==> src/rtl/usr_serial_rx.sv <==
// -----------------------------------------------------------------------------
// usr_serial_rx
// Serial-to-parallel frame receiver for the universal shift register link.
// A frame on serialin is: start bit (0), WIDTH data bits, stop bit (1).
// serialin is sampled only on clock edges where bit_en=1. A good frame is
// presented on a valid/ready output. Framing errors and overruns are reported
// as one-cycle pulses.
//
// Parameters
//   WIDTH      data bits per frame (>=2)
//   MSB_FIRST  1: first received data bit lands in data_out[WIDTH-1]
//              0: first received data bit lands in data_out[0]
//
// Ports
//   clk        clock; all state changes on posedge
//   reset      synchronous active-high reset
//   serialin   serial line (idles high)
//   bit_en     sample strobe
//   out_ready  consumer accepts data_out this cycle
//   data_out   received word; stable while out_valid=1
//   out_valid  data_out holds an unconsumed word
//   busy       receiver is inside a frame
//   frame_err  one-cycle pulse: stop bit sampled as 0
//   overrun    one-cycle pulse: good frame dropped, holding register full
// -----------------------------------------------------------------------------
module usr_serial_rx #(
    parameter int WIDTH     = 4,
    parameter int MSB_FIRST = 1
) (
    input  logic             clk,
    input  logic             reset,
    input  logic             serialin,
    input  logic             bit_en,
    input  logic             out_ready,
    output logic [WIDTH-1:0] data_out,
    output logic             out_valid,
    output logic             busy,
    output logic             frame_err,
    output logic             overrun
);

    localparam int CNT_W = $clog2(WIDTH);
    localparam logic [CNT_W-1:0] CNT_LAST = CNT_W'(WIDTH - 1);

    typedef enum logic [1:0] {
        ST_IDLE = 2'b00,
        ST_DATA = 2'b01,
        ST_STOP = 2'b10
    } state_t;

    state_t             state_r, state_nxt_s;
    logic [CNT_W-1:0]   cnt_r, cnt_nxt_s;
    logic [WIDTH-1:0]   sr_r, sr_nxt_s;
    logic [WIDTH-1:0]   data_r, data_nxt_s;
    logic               valid_r, valid_nxt_s;
    logic               busy_r;
    logic               ferr_r, ferr_nxt_s;
    logic               ovr_r, ovr_nxt_s;
    logic               xfer_s;

    assign xfer_s = valid_r & out_ready;

    // Next-state, shift-register and output-handshake logic.
    always_comb begin
        state_nxt_s = state_r;
        cnt_nxt_s   = cnt_r;
        sr_nxt_s    = sr_r;
        data_nxt_s  = data_r;
        valid_nxt_s = valid_r;
        ferr_nxt_s  = 1'b0;
        ovr_nxt_s   = 1'b0;

        // A transfer empties the holding register unless a load below refills it.
        if (xfer_s) begin
            valid_nxt_s = 1'b0;
        end else begin
            valid_nxt_s = valid_r;
        end

        if (bit_en) begin
            case (state_r)
                ST_IDLE: begin
                    if (!serialin) begin
                        state_nxt_s = ST_DATA;
                        cnt_nxt_s   = {CNT_W{1'b0}};
                    end else begin
                        state_nxt_s = ST_IDLE;
                    end
                end
                ST_DATA: begin
                    if (MSB_FIRST != 0) begin
                        sr_nxt_s = {sr_r[WIDTH-2:0], serialin};
                    end else begin
                        sr_nxt_s = {serialin, sr_r[WIDTH-1:1]};
                    end
                    // Leave the counter at zero on exit so it never wraps.
                    if (cnt_r == CNT_LAST) begin
                        state_nxt_s = ST_STOP;
                        cnt_nxt_s   = {CNT_W{1'b0}};
                    end else begin
                        cnt_nxt_s   = cnt_r + {{(CNT_W-1){1'b0}}, 1'b1};
                    end
                end
                ST_STOP: begin
                    // A 0 stop bit is an error, never a new start bit.
                    state_nxt_s = ST_IDLE;
                    if (serialin) begin
                        if (!valid_r || xfer_s) begin
                            data_nxt_s  = sr_r;
                            valid_nxt_s = 1'b1;
                        end else begin
                            ovr_nxt_s   = 1'b1;
                        end
                    end else begin
                        ferr_nxt_s = 1'b1;
                    end
                end
                default: begin
                    state_nxt_s = ST_IDLE;
                    cnt_nxt_s   = {CNT_W{1'b0}};
                end
            endcase
        end else begin
            state_nxt_s = state_r;
        end
    end

    // State and output registers with synchronous reset.
    always_ff @(posedge clk) begin
        if (reset) begin
            state_r <= ST_IDLE;
            cnt_r   <= {CNT_W{1'b0}};
            sr_r    <= {WIDTH{1'b0}};
            data_r  <= {WIDTH{1'b0}};
            valid_r <= 1'b0;
            busy_r  <= 1'b0;
            ferr_r  <= 1'b0;
            ovr_r   <= 1'b0;
        end else begin
            state_r <= state_nxt_s;
            cnt_r   <= cnt_nxt_s;
            sr_r    <= sr_nxt_s;
            data_r  <= data_nxt_s;
            valid_r <= valid_nxt_s;
            busy_r  <= (state_nxt_s != ST_IDLE);
            ferr_r  <= ferr_nxt_s;
            ovr_r   <= ovr_nxt_s;
        end
    end

    assign data_out  = data_r;
    assign out_valid = valid_r;
    assign busy      = busy_r;
    assign frame_err = ferr_r;
    assign overrun   = ovr_r;

endmodule

==> config.mk <==
export PLATFORM = sky130hd
export DESIGN_NAME = usr_serial_rx
export DESIGN_NICKNAME = d
export VERILOG_FILES = /design/src/rtl/usr_serial_rx.sv
export SDC_FILE = /design/constraint.sdc
export NUM_CORES = 1
export LEC_CHECK = 0
export CAP_MARGIN = 20
export CORE_MARGIN = 2
export CORE_UTILIZATION = 45
export CTS_CLUSTER_DIAMETER = 120
export DETAILED_ROUTE_END_ITERATION = 6
export GPL_TIMING_DRIVEN = 0
export PLACE_DENSITY_LB_ADDON = 0.08
export SYNTH_ARGS = -nofsm -noshare
export SYNTH_HDL_FRONTEND = slang
export SYNTH_SLANG_ARGS = --single-unit
export TNS_END_PERCENT = 1
==> constraint.sdc <==
create_clock -name clk -period 1.65 [get_ports clk]
set_clock_uncertainty 0.1 [all_clocks]
set_input_delay 0.2475 -clock clk [delete_from_list [all_inputs] [get_ports clk]]
set_output_delay 0.2475 -clock clk [all_outputs]
set_load 0.1 [all_outputs]
==> summary.md, run 1 <==
The run finished with clean final reports. The via count of the routed design was 470. The sink of the worst hold path was state_r[1]. For this design, the slowest cell found on the critical path is clkdlybuf4s15_2. The layout-stage area growth over the synthesis result came out at 24.7%. The net total in the final layout came out at 87. In this run the worst setup path begins at data_out[0].

The tools report the sequential-to-total area share from yosys stat as 0.486. Measured in cells, the most critical reg-to-reg path has a length of 4. The netlist area before placement is 659 um^2, and the delay contributed by the slowest stage of the critical path is 0.56 ns.

The logs give 0.635 for the relative slew slack and 0.323 nW for the static power due to leakage. The run gives 0 as the final number of hold-violating endpoints. After global routing the overflow that remains totals 0.

The first detailed-routing pass took 2 iterations. The slew at the pin closest to its max-slew limit came out at 0.549 ns. The logs give 0.135 for the aggregate global-route resource usage and 2 for the clock tree buffer depth.

The wire-length estimate of the detail-placed layout is 758 um. The number of distinct library cells after synthesis was 28. The CTS sink count is 16, and the level count of the clock H-tree is 1.

For the number of warnings printed during yosys synthesis, the log shows 0. The cell depth of the worst hold path is 2, and the mean instance size in the synthesized netlist is 10.1 um^2. In this run the worst hold path is classified as input pin to flip-flop.

The post-placement worst setup slack is -0.152 ns. The destination of the worst register-to-register timing path was data_out[0]. The number of hold buffers added after CTS was 0.

The worst hold path begins at bit_en. The final layout contains routed wiring with a total length of 1.02 mm. The biggest fanout along the worst timing path is 2. In this run, the number of DRC markers left after iteration 0 of detailed routing was 7.

The share of layout cells above drive strength 1 is 0.253, and the die outline height is 42.3 um. In this run the remaining antenna-violating nets after routing total 0. The worst register-to-register path begins at state_r[1]. For this run, design rule violations remaining after detail routing come to 0. The upper clock frequency limit is 654 MHz.

Data arrives at the worst endpoint at 1.18 ns. Walking the worst path, the cells encountered are clkdlybuf4s15_2. The logs give 0.717 for the weighted congestion at the end of routability-driven global placement and 0 for the final max-slew violation count.

The tree is rooted in a clkbuf_4. The number of global-route vias before repair was 435; the starting density of the core was 0.494. The area of the core region is 0.00133 mm^2, and the row count is 13. The number of nets handed over by synthesis was 71. The final critical-path required period was 1.53 ns; the final hold slack was 0.105 ns. The number of buffers inserted by post-CTS setup repair is 0, and the wire length of the first global-routing pass is 1.82 mm. The initial antenna violation count was 0.

Setup repair after global routing left no endpoint under its margin. The number of buffer and inverter instances along the worst setup path was 1. The floorplan step set the die width to 42.3 um.

The logs give 0.000463 V for the peak ir drop on the vdd network and 13 for the total I/O pin count. For this design the ratio of total power to cell area is 795 mW/mm^2. Clock transition at the registers of the reported paths: 0.08 ns.

The kind of critical path was flip-flop to output port. The tool flagged a number of max-cap violations equal to 0. The flip-flop and latch count after synthesis came out at 16. Overall power consumption after layout is estimated at 0.654 mW.

The required time of the worst setup path is 1.30 ns. TritonCTS built the clock tree. After layout, the worst setup slack is 0.122 ns.

For the setup slack on the worst flop-to-flop path, the log shows 0.36 ns. Entering global routing, the biggest net connects 11 pins. The number of port buffers came out at 11. The number of antenna diodes in the final layout is 0.

STA classifies the critical path startpoint as a flip-flop. Clock latency on the worst-skew pair: 0.28 ns. The cell family contributing the most delay on the critical path is buffers and inverters.

The number of setup violations in the final report is 0, and the share of the cycle needed by the critical path after routing is 0.926. Number of vias per cell after detailed routing: 5.00. The tools report the number of CTS-inserted buffers as 3. The wire length per cell is 10.8 um, and the area enclosed by the die boundary is 0.00179 mm^2. The worst setup path is captured at an output port.

The number of instances in the synthesized netlist was 65.
## cells by family after synthesis
| logic type | count (synthesis) | share of synthesized area |
|---|---|---|
| simple gates | 26 | 0.213 |
| flops | 16 | 0.486 |
| compound gates | 8 | 0.101 |
| mux | 8 | 0.121 |
| buf+inv | 6 | 0.0607 |
| fa+ha+maj | 1 | 0.0190 |
## routing by layer
layer / vias to the layer above / wire length [um] / GRT usage
li1: 252 / - / -
met1: 205 / 508 / 0.168
met2: 11 / 435 / 0.203
met3: 2 / 63 / 0.0690
met4: 0 / 8 / 0.0375
met5: - / 0 / 0
## stage by stage
step | cells | utilization | instance area [um^2] | setup TNS (ns)
floorplan | 65 | - | 661 | 0
global placement | 91 | 0.592 | 790 | -0.956
detailed placement | 91 | 0.592 | 790 | -1.08
CTS | 94 | 0.616 | 822 | 0
global route | 94 | 0.616 | 822 | 0
finish | 94 | 0.616 | 822 | 0
## worst max path at each step
stage                        to  slack, ns  cells after the start
global placement    data_out[0]      -0.14                      1
global route        data_out[0]       0.07                      1
finish              data_out[0]       0.12                      1
floorplan           data_out[0]       0.25                      4
detailed placement  data_out[0]      -0.15                      1
CTS                 data_out[0]       0.11                      1
## state kept, by name, indices dropped and copies added (netlist names)
name	count
overrun	1
busy	1
out_valid	1
state_r	2
sr_r	4
cnt_r	2
data_out	4
frame_err	1
## layout make-up
type | count | area, um^2
Inverter | 2 | 7.51
Timing Repair Buffer | 11 | 120
Multi-Input combinational cell | 43 | 299
Tap cell | 15 | 18.8
Sequential cell | 16 | 322
Clock buffer | 3 | 22.5
Fill cell | 117 | 512
Buffer | 4 | 32.5
## layout by cell type (no fill, tap or decap), types with 2 or more instances in the layout
cell	count
buf_6	2
mux2i_1	8
clkdlybuf4s15_2	8
dfxtp_1	15
inv_1	2
nor2_1	4
nand2_1	10
clkbuf_4	3
clkdlybuf4s50_1	3
nor3_1	2
## cells in the mapped netlist (all sizes together)
library cell	count	area [um^2]
dfxtp	16	320
nand2	10	37.5
mux2i	8	80.1
nor2	4	15.0
buf	3	27.5
inv	2	7.51
nor3	2	10.0
a21boi	1	7.51
a21oi	1	5.00
a22o	1	8.76
a31o	1	8.76
and2b	1	7.51
clkbuf	1	5.00
ha	1	12.5
nand2b	1	6.26
nand3b	1	11.3
nand4b	1	8.76
nor2b	1	6.26
nor3b	1	7.51
nor4	1	6.26
nor4b	1	8.76
o21a	1	7.51
o21ai	1	5.00
o21bai	1	7.51
o32ai	1	16.3
or2	1	6.26
or2b	1	8.76
## report_power, final
| part | internal, mW | switching (mW) |
|---|---|---|
| clock network | 0.0845 | 0.106 |
| registers | 0.392 | 0.00541 |
| logic | 0.0278 | 0.0376 |
| total | 0.505 | 0.149 |
## timing repair
action / in CTS / in global routing
endpoints found under the setup margin: 8 / 0
hold endpoints to repair: 0 / 0
gates resized for setup: 24 / 0
Note: power is estimated with default switching activity, not from simulation.
==> inputs of run 2 (changes only) <==
- CORE_MARGIN: 2 -> unset
==> run 2 against run 1 <==
  * Hold slack lost 0.0048 ns
  * Largest cell class unchanged
  * Die area shrank 9.2%
  * Critical path depth did not move
  * Clock power rose by 35%
  * Critical endpoint is now data_out[3]
  * Fmax up 0.23%
  * Cell area increased by 1.7%
  * First-iteration DRC count is 14% lower
  * Register-to-register slack about the same
  * Routed wire length increased by 1.8%
  * Power rose by 10%
  * Via count is 0.85% lower
  * Core utilization rose by 1.0 points
==> summary.md, run 2 (synthesized netlist as in run 1, its figures left out) <==
The power density normalized to cell area is 860 mW/mm^2 (+8.2%), and the clock transition at the registers of the reported paths is 0.10 ns (+0.02 ns). Initial antenna violation count: 0 (unchanged). The run gives 0 (unchanged) as the number of buffers inserted by post-CTS setup repair. The number of vias per cell after detailed routing was 4.91 (-1.9%). For the area enclosed by the die boundary, the log shows 0.00162 mm^2 (-9.2%). The flow ran to the end, and the final reports show no timing, DRC or antenna violations. Total I/O pin count: 13 (unchanged). The share of the cycle needed by the critical path after routing is 0.924 (-0.00214). TritonCTS built the clock tree. The required time of the worst setup path is 1.30 ns (about the same), and the peak ir drop on the vdd network is 0.000571 V (+23%). For the relative slew slack, the log shows 0.634 (-0.00114). The slowest stage of the critical path is the clkdlybuf4s15_2 cell. The delay contributed by the slowest stage of the critical path is 0.56 ns (about the same), and the net total in the final layout is 87 (unchanged). The tools report the number of global-route vias before repair as 415 (-4.6%).

The run gives 3 (unchanged) as the number of CTS-inserted buffers. Weighted congestion at the end of routability-driven global placement: 0.724 (+1.0%). Clock tree root driver cell: clkbuf_4. The worst setup path is captured at an output port. The static power due to leakage is 0.330 nW (+2.2%). For the number of buffers inserted by hold repair at cts, the log shows 0 (unchanged). The routed wire length is 1.03 mm (+1.8%), and the final critical-path required period is 1.52 ns (-0.00352 ns).

The final number of hold-violating endpoints came out at 0 (unchanged). The chip width works out to 40.3 um (-4.7%). For the starting density of the core, the log shows 0.494 (unchanged). The run gives 0.719 mW (+10%) as the total design power. The tools report the upper clock frequency limit as 656 MHz (+0.23%). The iteration-0 DRC count of the detailed router is 6 (-1), and the aggregate global-route resource usage is 0.166 (+0.0317). The number of maximum-capacitance constraint violations was 0 (unchanged); the final max-slew violation count was 0 (unchanged).

Number of port buffers: 11 (unchanged). For the clock tree buffer depth, the log shows 2 (unchanged). STA classifies the critical path startpoint as a flip-flop. The area of the core region was 0.00133 mm^2 (unchanged).

The critical path is of the flip-flop to output port type. Critical path arrival: 1.18 ns (about the same). The logs give 466 (-0.85%) for the via count of the routed design and 0 (unchanged) for the number of DRC violations after detailed routing. The CTS sink count came out at 16 (unchanged).

The library cell used most frequently in the layout, excluding fill and tap cells, is dfxtp_1. For the length of the first detailed-routing pass in iterations, the log shows 3 (+1). The fill cell total of the finished layout was 115 (-1.7%). The die outline height is 40.3 um (-4.7%).

The post-placement worst setup slack is -0.150 ns (+0.00199 ns), and the number of setup violations in the final report is 0 (unchanged). The number of buffer and inverter instances along the worst setup path is 1 (unchanged). The worst hold path belongs to the class input pin to flip-flop. The biggest fanout along the worst timing path came out at 2 (unchanged). Setup repair after global routing left no endpoint under its margin. For the row count, the log shows 13 (unchanged).

The aggregate global routing overflow was 0 (unchanged). The number of antenna cells inserted is 0 (unchanged). The run gives 299 um^2 (unchanged) as the area of the multi-input gates.

Share of layout cells above drive strength 1: 0.263 (+0.00934). The critical path goes through clkdlybuf4s15_2. The logs give 1.73 mm (-5.3%) for the wire length of the first global-routing pass and 11 (unchanged) for the pin count of the biggest net entering global routing. For the half-perimeter wire length after placement, the log shows 757 um (about the same). The slew at the pin closest to its max-slew limit is 0.551 ns (+0.00172 ns), and the clock latency on the worst-skew pair is 0.28 ns (about the same). The number of routed nets with antenna violations is 0 (unchanged), and the wire length per cell is 10.9 um (+0.70%). The tools report the setup slack after layout as 0.125 ns (+0.00352 ns). In the layout the commonest cells are 15 x dfxtp_1, 10 x nand2_1, 8 x mux2i_1, 8 x clkdlybuf4s15_2, 4 x nor2_1.

In this design, the largest share of critical-path delay is due to buffers and inverters. The level count of the clock H-tree is 1 (unchanged), and the layout-stage area growth over the synthesis result is 26.8%. The run gives 322 um^2 (unchanged) as the sequential standard cell area.
==> run 2: what timing repair did <==
item / in CTS / in global routing
endpoints found under the setup margin: 8 / 0
gates resized for setup: 24 / 0
endpoints found under the hold margin: 0 / 0
==> run 2: path summary, 6_finish.rpt <==
check               from  slack [ns]           to  cells after the start
min               bit_en        0.10   state_r[1]                      2
max reg2reg   state_r[1]        0.36  data_out[0]                      4
min reg2reg  data_out[3]        0.36  data_out[3]                      2
max          data_out[3]        0.13  data_out[3]                      1
==> run 2: final cells by class <==
| cell class | instances | share of cell area |
|---|---|---|
| well taps | 15 | 0.0225 |
| flip-flops and latches | 16 | 0.385 |
| clock buffers | 4 | 0.0434 |
| inverters | 2 | 0.00898 |
| plain buffers | 4 | 0.0389 |
| repair buffers | 11 | 0.144 |
| multi-input cells | 43 | 0.358 |
==> run 2: through the flow <==
step | hold slack [ns] | instances | util | cell area, um^2 | setup TNS [ns]
after detailed placement | 0.354 | 91 | 0.592 | 790 | -1.07
after global routing | 0.0999 | 95 | 0.627 | 836 | 0
after global placement | 0.346 | 91 | 0.592 | 790 | -0.944
final | 0.100 | 95 | 0.627 | 836 | 0
after floorplan | 0.223 | 65 | - | 661 | 0
after CTS | 0.0969 | 95 | 0.627 | 836 | 0
==> run 2: where the power goes <==
| part | internal (mW) | leakage [nW] | total [mW] | switching (mW) |
|---|---|---|---|---|
| logic | 0.0278 | 0.179 | 0.0652 | 0.0374 |
| registers | 0.393 | 0.130 | 0.398 | 0.00554 |
| clock network | 0.134 | 0.0210 | 0.256 | 0.122 |
==> run 2: per-layer routing <==
metal | up-vias | track usage | routed length [um]
li1 | 252 | - | -
met1 | 204 | 0.221 | 560
met2 | 8 | 0.246 | 412
met3 | 2 | 0.0500 | 46
met4 | 0 | 0.0750 | 14
met5 | - | 0 | 0
==> inputs of run 3 (changes only) <==
- CORE_MARGIN: unset -> 5
==> run 3 against run 2 <==
  * Core utilization decreased by 0.76 points
  * Fmax decreased by 0.66%
  * Clock power about the same
  * Final cell count unchanged
==> summary.md, run 3 (synthesized netlist as in run 1, its figures left out) <==
The run finished with clean final reports. Delay contributed by the slowest stage of the critical path: 0.56 ns (about the same). The CTS sink count was 16 (unchanged); the share of the cycle needed by the critical path after routing was 0.930 (+0.00616). Clock tree buffer depth: 2 (unchanged). The half-perimeter wire length after placement was 800 um (+5.7%). STA classifies the critical path endpoint as an output port.

The tools report the required time of the worst setup path as 1.30 ns (about the same). The slowest stage of the critical path belongs to the cell clkdlybuf4s15_2. The area of the core region was 0.00135 mm^2 (+1.2%).

The die outline height was 48.3 um (+20%). The biggest fanout along the worst timing path works out to 2 (unchanged). The number of cells on the worst reg-to-reg path is 4 (unchanged), and the total design power is 0.720 mW (+0.15%). The sink of the worst hold path is state_r[1].

For the row count, the log shows 13 (unchanged). The clock latency on the worst-skew pair was 0.28 ns (about the same); the area enclosed by the die boundary was 0.00233 mm^2 (+44%). The tools report the final number of hold-violating endpoints as 0 (unchanged). The wire length of the first global-routing pass came out at 1.74 mm (+0.75%). Aggregate global routing overflow: 0 (unchanged).

The run gives 1.09 mm (+5.7%) as the routed wire length. The run gives 299 um^2 (unchanged) as the area of the multi-input gates. The run gives 0 (unchanged) as the number of maximum-capacitance constraint violations. The run gives 4 (+1) as the length of the first detailed-routing pass in iterations. The setup slack after layout is 0.115 ns (-0.0102 ns), and the chip width is 48.3 um (+20%). The logs give 3 (unchanged) for the number of CTS-inserted buffers and 0 (unchanged) for the final max-slew violation count.

The min-delay analysis places its worst path in the category input pin to flip-flop. The tools report the clock tree root driver cell as clkbuf_4. The power density normalized to cell area was 862 mW/mm^2 (+0.15%); the weighted congestion at the end of routability-driven global placement was 0.673 (-7.1%). For the setup slack on the worst flop-to-flop path, the log shows 0.35 ns (about the same).

The run gives 11 (unchanged) as the pin count of the biggest net entering global routing. For the fill cell total of the finished layout, the log shows 126 (+9.6%). The signal on the critical path passes through clkdlybuf4s15_2. For the via count of the routed design, the log shows 467 (+0.21%).

The final critical-path required period is 1.53 ns (+0.0102 ns). Aggregate global-route resource usage: 0.110 (-0.0565). Number of buffers inserted by hold repair at cts: 0 (unchanged).

The tools report the total I/O pin count as 13 (unchanged). The cell depth of the worst hold path is 2 (unchanged), and the upper clock frequency limit is 652 MHz (-0.66%). The wire length per cell is 11.5 um (+5.7%). Number of vias per cell after detailed routing: 4.92 (+0.21%). The run gives 4 (-2) as the iteration-0 DRC count of the detailed router.

The tools report the relative slew slack as 0.638 (+0.00383). Initial antenna violation count: 0 (unchanged). On the critical path the largest part of the delay comes from buffers and inverters.

The beginning of the critical path is data_out[0]. The sequential standard cell area is 322 um^2 (unchanged). The worst register-to-register path ends at data_out[3]. The startpoint of the tightest hold check path is bit_en. The setup path with the least slack is of type flip-flop to output port. The slew at the pin closest to its max-slew limit was 0.545 ns (-0.00577 ns); the layout-stage area growth over the synthesis result was 26.8% (unchanged).

The tools report the instance count after placement with tap cells included as 91 (unchanged). The number of DRC violations after detailed routing came out at 0 (unchanged). The share of layout cells above drive strength 1 was 0.263 (unchanged); the final instance count without filler cells was 95 (unchanged).

In the layout the commonest cells are 15 x dfxtp_1, 10 x nand2_1, 8 x mux2i_1, 8 x clkdlybuf4s15_2, 4 x nor2_1. The tools report the net total in the final layout as 87 (unchanged). Number of setup violations in the final report: 0 (unchanged). For the post-placement worst setup slack, the log shows -0.149 ns (+0.00147 ns). The run gives 1 (unchanged) as the level count of the clock H-tree. The startpoint identified for the worst register-to-register timing path is state_r[1]. The starting density of the core is 0.488 (-0.00596).

The number of port buffers is 11 (unchanged), and the clock transition at the registers of the reported paths is 0.09 ns (about the same). TritonCTS built the clock tree. STA classifies the critical path startpoint as a flip-flop. For the static power due to leakage, the log shows 0.330 nW (unchanged). Setup repair after global routing left no endpoint under its margin. The number of global-route vias before repair came out at 411 (-0.96%). The number of buffer and inverter instances along the worst setup path came out at 1 (unchanged). The critical path arrival came out at 1.19 ns (about the same). Most common library cell in the layout ignoring fill and taps: dfxtp_1.

The number of routed nets with antenna violations came out at 0 (unchanged). The number of antenna cells inserted came out at 0 (unchanged). The run gives 0.000571 V (+0.12%) as the peak ir drop on the vdd network. The tools report the final hold slack as 0.0944 ns (-0.00601 ns).
==> run 3: cell counts in the layout (fill, tap and decap cells not counted) <==
Identical to the previous run, type by type.
==> run 3: where the power goes <==
| group | leakage [nW] | switching, mW | internal [mW] |
|---|---|---|---|
| clock | 0.0210 | 0.122 | 0.134 |
| combinational | 0.179 | 0.0383 | 0.0277 |
| sequential | 0.130 | 0.00551 | 0.393 |
| total | 0.330 | 0.166 | 0.555 |
==> run 3: metrics by stage <==
stage	instance area (um^2)	util	setup TNS [ns]
global placement	790	0.585	-0.986
detailed placement	790	0.585	-1.07
CTS	836	0.619	0
floorplan	661	-	0
finish	836	0.619	0
global route	836	0.619	0
==> run 3: final cells by class <==
type | instances | share of cell area
well taps | 15 | 0.0225
plain buffers | 4 | 0.0389
clock buffers | 4 | 0.0434
inverters | 2 | 0.00898
repair buffers | 11 | 0.144
multi-input cells | 43 | 0.358
flip-flops and latches | 16 | 0.385
==> run 3: what timing repair did <==
item,in CTS,in global routing
setup endpoints to repair,8,0
setup buffers,0,0
resized for setup,24,0
==> run 3: per-layer routing <==
layer | up-vias | part of all wire | track usage
met1 | 202 | 0.51 | 0.149
met5 | - | 0 | 0
met4 | 0 | 0 | 0.0323
met3 | 0 | 0.089 | 0.0664
li1 | 252 | - | -
met2 | 13 | 0.40 | 0.143
==> run 3: worst max path at each step <==
stage / end / depth (start not counted)
final: data_out[0] / 1
after global routing: data_out[3] / 1
after CTS: data_out[0] / 1
after detailed placement: data_out[0] / 1
after global placement: data_out[3] / 1
after floorplan: data_out[0] / 4
